`src/rtl/alu_share_arb.sv`:
```
// Two-requester round-robin front end for one shared combinational alu.
// One transaction in flight: IDLE (grant) -> EXEC (alu sampled) -> RESP (hold until accepted).
module alu_share_arb #(
  parameter int WIDTH = 32,
  parameter int OPW   = 3
) (
  input  logic               clk,
  input  logic               reset,
  input  logic [1:0]         req_valid,
  output logic [1:0]         req_ready,
  input  logic [2*WIDTH-1:0] req_a,
  input  logic [2*WIDTH-1:0] req_b,
  input  logic [2*OPW-1:0]   req_op,
  output logic [1:0]         rsp_valid,
  input  logic [1:0]         rsp_ready,
  output logic [WIDTH-1:0]   rsp_data,
  output logic               rsp_err,
  output logic [WIDTH-1:0]   alu_a,
  output logic [WIDTH-1:0]   alu_b,
  output logic [OPW-1:0]     alu_op,
  input  logic [WIDTH-1:0]   alu_c
);

  // state | meaning
  // IDLE  | waiting for a request, winner sees req_ready
  // EXEC  | alu pins driven from the operand registers, alu_c captured at end
  // RESP  | rsp_valid to owner, held until its rsp_ready
  localparam logic [1:0] IDLE = 2'd0;
  localparam logic [1:0] EXEC = 2'd1;
  localparam logic [1:0] RESP = 2'd2;

  logic [1:0] state;
  logic       rr_ptr;
  logic       owner;
  logic       winner;
  logic       grant;
  logic       illegal;

  always_comb begin
    winner = rr_ptr;
    if (!req_valid[rr_ptr]) winner = ~rr_ptr;
    grant     = (state == IDLE) && (req_valid != 2'b00);
    req_ready = 2'b00;
    if (grant) req_ready[winner] = 1'b1;
    rsp_valid = 2'b00;
    if (state == RESP) rsp_valid[owner] = 1'b1;
  end

  // Opcodes 110 and 111 have no alu function and return an error response.
  assign illegal = (alu_op > OPW'(5));

  // The alu pin registers double as the operand latches, so they simply
  // hold their last values outside EXEC.
  always_ff @(posedge clk) begin
    if (reset) begin
      state    <= IDLE;
      rr_ptr   <= 1'b0;
      owner    <= 1'b0;
      rsp_data <= '0;
      rsp_err  <= 1'b0;
      alu_a    <= '0;
      alu_b    <= '0;
      alu_op   <= '0;
    end else begin
      case (state)
        IDLE: begin
          if (grant) begin
            alu_a  <= winner ? req_a[WIDTH +: WIDTH] : req_a[0 +: WIDTH];
            alu_b  <= winner ? req_b[WIDTH +: WIDTH] : req_b[0 +: WIDTH];
            alu_op <= winner ? req_op[OPW +: OPW]    : req_op[0 +: OPW];
            owner  <= winner;
            rr_ptr <= ~winner;
            state  <= EXEC;
          end
        end
        EXEC: begin
          rsp_data <= illegal ? '0 : alu_c;
          rsp_err  <= illegal;
          state    <= RESP;
        end
        RESP: begin
          if (rsp_ready[owner]) state <= IDLE;
        end
        default: state <= IDLE;
      endcase
    end
  end

endmodule

```
`config.mk`:
```
export PLATFORM = sky130hd
export DESIGN_NAME = alu_share_arb
export DESIGN_NICKNAME = d
export VERILOG_FILES = /design/src/rtl/alu_share_arb.sv
export SDC_FILE = /design/constraint.sdc
export NUM_CORES = 1
export LEC_CHECK = 0
export CAP_MARGIN = 20
export CORE_MARGIN = 3
export CORE_UTILIZATION = 38
export CTS_CLUSTER_SIZE = 10
export DETAILED_ROUTE_END_ITERATION = 8
export GPL_TIMING_DRIVEN = 0
export PLACE_DENSITY = 0.84
export SYNTH_ARGS = -nofsm -noshare
export SYNTH_HDL_FRONTEND = slang
export SYNTH_SLANG_ARGS = --single-unit
export TNS_END_PERCENT = 5
```
`constraint.sdc`:
```
create_clock -name clk -period 1.95 [get_ports clk]
set_input_delay 0.39 -clock clk [delete_from_list [all_inputs] [get_ports clk]]
set_output_delay 0.39 -clock clk [all_outputs]
set_load 0.05 [all_outputs]
```
# Word level (Yosys, flattened, before mapping)
# Cells that the tools add are included.
[classes] n_lt_le_gt_ge=6 eq_ne=4 n_mux=18 bitwise_logic=2 n_reduce_logical=7
[ops] op="32-bit two-way mux" n=3
[ops] op="2-bit two-way mux" n=4
[ops] op="1-bit two-way mux" n=7
[ops] op="1-bit by 2-bit < comparator with 1-bit output, second input constant" n=3
[ops] op="2-bit one-hot mux with 3 select lines" n=1
[ops] op="2-bit AND reduction" n=2
[ops] op="3-bit > comparator, second input constant" n=1
[ops] op="1-bit logical AND" n=3
[ops] op="3-bit two-way mux" n=1
[ops] op="1-bit demux with 1-bit select" n=2
[ops] op="2-bit by 1-bit == test with 1-bit output, second input constant" n=1
[ops] op="2-bit == test, second input constant" n=1
[ops] op="1-bit greater-or-equal comparator, second input constant" n=2
[ops] op="2-bit zero test" n=1
[ops] op="2-bit by 1-bit inequality test with 1-bit output, second input constant" n=1
[ops] op="2-bit inequality test, second input constant" n=1
[ops] op="1-bit inverter" n=2
[ops] op="2-bit nonzero test" n=1
[word_totals] ff_bits=104 elab_cells=45

# Longest topological paths before layout
[logic_depth] ltp_word=8 mapped_depth=7 mapped_depth_nobuf=3

# Worst setup path after synthesis
# Ideal clock, no wire load.
[synth_timing] path_kind="input to output" startpoint="input req_valid[1]" endpoint="output req_ready[0]" arrival_ps=1738 required_ps=1560 slack_ps=-178 stages=5 path_buffers=2 path_cell_list="and2b_2 > buf_2 > clkbuf_1 > nor2_1 > nor2_1"
[synth_between] elab_chain_len=8
[synth_lines] element="start: declaration" line="9" rtl="input logic [1:0] req_valid,"
[synth_lines] element="1-bit two-way mux (implied by the code) (2 in series)" line="41" rtl="if (!req_valid[rr_ptr]) winner = ~rr_ptr;"
[synth_lines] element="1-bit two-way mux" line="41"
[synth_lines] element="1-bit by 2-bit < comparator with 1-bit output (implied by the code) or 1-bit greater-or-equal comparator (tied branches)" line="44" rtl="if (grant) req_ready[winner] = 1'b1;"
[synth_lines] element="1-bit logical AND (implied by the code)" line="44"
[synth_lines] element="1-bit two-way mux (implied by the code)" line="44"
[synth_lines] element="1-bit demux with 1-bit select" line="44"
[synth_lines] element="2-bit two-way mux *" line="44"
[synth_lines] element="end: declaration" line="10" rtl="output logic [1:0] req_ready,"
# Every way passes the cells marked *; elsewhere a longest branch is shown, timed or not. The select of a mux whose other input is x is not followed.

# Worst setup path after layout
[layout_timing] startpoint="register alu_b[22]" endpoint="output alu_b[22]"
[layout_lines] element="start: declaration" line="19" rtl="output logic [WIDTH-1:0] alu_b,"
[layout_lines] element="start signal: assignment" line="69" rtl="alu_b <= winner ? req_b[WIDTH +: WIDTH] : req_b[0 +: WIDTH];"
# No word-level cell between the ends.

==> flow_summary_export.csv <==
group,metric,value,unit
timing,skew,10.59,ps
final_layout,insertedDiodeCount,0,
timing,whs,451.2,ps
power,ir_drop,0.4354,mV
synth,synth.yosys.seq_area_share,0.4389,
timing,tightest_slew,650.4,ps
power,p_sw,2.698,mW
synth,synth.area.top_cells,"dfxtp_1 (44%), a21oi_1 (11%), nand3_1 (10%), a311oi_1 (8.7%), o21ai_0 (6.8%)",
clock_network,cts_made_buffers,9,
synth,yosysUniqueCellTypes,29,
final_layout,fin_util,0.6753,
detailed_routing,drt_iter0_drc,357,
detailed_routing,wl_per_cell,17.69,um
final_layout,final_nets,1032,
power,leakagePower,2.981,nW
setup_path,path_buf_inv,1,
detailed_routing,vias,5677,
final_layout,layout_commonest_cell,"clkdlybuf4s50_1",
synth,avgSynthCellArea,8.307,um2
detailed_routing,firstDrtPassIters,5,
synth,yosys_warnings,0,
global_route,grt_overflow,0,
timing,maxSlewHeadroom,0.5664,
setup_path,end_kind,"output pin",
clock_network,cts.sinks,104,
setup_path,critPathTopFamily,"buffers and inverters",
global_route,grt_pass1_vias,5392,
setup_path,cp.arrival,1530,ps
power,clkPwrFrac,0.273,
detailed_routing,drc,0,
clock_network,cts_hold_buf,0,
setup_path,start_kind,"register",
setup_path,critPathMaxFanout,2,
power,power.total,7.307,mW
worst_hold_path,hp-class,"register to register",
timing,finalCritPeriodShare,0.9865,
timing,setup_tns,0,ps
global_route,grt_max_degree,20,
clock_network,cts_tree,"built",
timing,fmax,0.5198,GHz
clock_network,clock_tree.buffer_depth,2,
power,pwr-share-comb,0.383,
detailed_routing,ant_nets,0,
timing,post-route-min-period,1924,ps
die,core,12110,um2
synth,ys_ff_latch,104,
detailed_routing,wirelength,18270,um
die,io_pins,276,
place,routabilityCongestion,0.8476,
status,status,"complete, no violations",
clock_network,clockRootBuffer,"clkbuf_16",
power,p_int,4.609,mW
die,die_x,117.7,um
setup_path,critPathSlowestCell,"clkdlybuf4s50_1",
timing,hold_viol,0,
timing,slew_violations,0,
setup_path,cp.required,1560,ps
synth,synth_top_area_frac,0.4389,
power,seq_power_share,0.344,
die,start_util,0.3916,
final_layout,syn2layout_area_growth,72.43,%
clock_network,clk_latency,340,ps
synth,netlist_instances,571,
job,max_cap_violations,0,
timing,setup_violations,0,
place,port_buffers,274,
setup_path,crit_chain,"clkdlybuf4s50_1",
place,hpwl,13890,um
synth,yosysTopAreaCell,"dfxtp_1",
setup_path,critPathKind,"register to output pin",
global_route,grt_pass1_wl,28590,um
setup_path,slowest_delay,820,ps
synth,syn_nets,743,
global_route,grt_antenna_before_repair,0,
detailed_routing,vias_per_cell,5.496,
power,switching_share,0.3693,
global_route,track_usage,0.2515,
final_layout,final_cell_mix,"clkdlybuf4s50_1 (257), a21oi_1 (102), dfxtp_1 (102)",
final_layout,drive_gt1_frac,0.08555,
synth,synth_area,4743,um2
clock_network,path_clk_slew,70,ps
die,die_h,117.7,um
die,die-area,13860,um2
die,rows,40,
clock_network,htree_levels,3,
power,power_density,893.4,nW/um2
cell families (layout without fill, tap and decap cells):
family                 Yosys count  after routing  share of synthesized area
and+or+nand+nor                150            150                     0.1535
AOI/OAI and AO/OA              239            239                     0.3337
buffers and inverters           77            371                    0.07175
DFF                            104            104                     0.4389
muxes                            1              1                   0.002110
power by group through the flow:
stage,clock network [mW],logic (mW),registers (mW)
final,1.99,2.80,2.51
after global routing,2.11,2.96,2.54
after CTS,2.03,2.78,2.51
after detailed placement,0,2.75,2.56
after global placement,0,2.73,2.55
after floorplan,0,0.869,3.35
timing repair:
| item | in CTS | in global routing |
|---|---|---|
| cloned | 0 | 0 |
| gates resized for setup | 46 | 20 |
| setup endpoints to repair | 8 | 12 |
| pin swaps | 2 | 3 |
| setup buffers | 0 | 7 |
metal layers:
layer / GRT usage / up-vias / routed length (um)
li1: - / 2717 / -
met3: 0.07689 / 30 / 1625
met5: 0 / - / 0
met1: 0.2947 / 2656 / 7229
met4: 0.08425 / 0 / 427
met2: 0.4369 / 274 / 8989
cell usage after synthesis, drive strengths merged:
cell      n
nor2      5
nand4     1
o21ai    67
nand2b    3
nor2b     1
and2b     2
nand3b    1
mux2i     1
nand2    34
inv       1
dfxtp   104
a211oi    2
a21oi   102
a311oi   67
and3b     1
a21bo     1
buf      20
and2      1
clkbuf   56
or2       1
nand3    99
nor3b     1
registers in the layout, indices dropped and copies added (netlist names):
signal	count
alu_a	32
alu_b	32
rsp_data	32
alu_op	3
state	2
owner	1
rr_ptr	1
rsp_err	1
worst paths after layout:
| check | startpoint | to | slack, ps | depth (start not counted) |
|---|---|---|---|---|
| worst max-delay path | alu_b[22]$_SDFFE_PP0P_ | alu_b[22] | 30 | 1 |
| worst min-delay path | rsp_data[17]$_SDFFE_PP0N_ | rsp_data[17]$_SDFFE_PP0N_ | 450 | 2 |
| worst max register to register | rr_ptr$_SDFFE_PP0P_ | alu_b[27]$_SDFFE_PP0P_ | 230 | 5 |
| worst min register to register | rsp_data[17]$_SDFFE_PP0N_ | rsp_data[17]$_SDFFE_PP0N_ | 450 | 2 |
stage by stage:
step	setup slack (ps)	instance area, um2	cells
after detailed placement	-1264	7699	1013
final	26.30	8179	1033
after global placement	-1257	7699	1013
after global routing	-7.370	8179	1033
after CTS	-154.2	8088	1026
after floorplan	7.476	4746	571
final cells by class:
type,count,area (um2)
repair buffers,281,2805
clock buffers,9,225.2
clock inverters,7,102.6
multi-input cells,390,2338
plain buffers,73,406.6
well taps,168,210.2
inverters,1,3.754
fillers,1039,3933
flip-flops and latches,104,2087
Power figures use the tool's default switching activity.
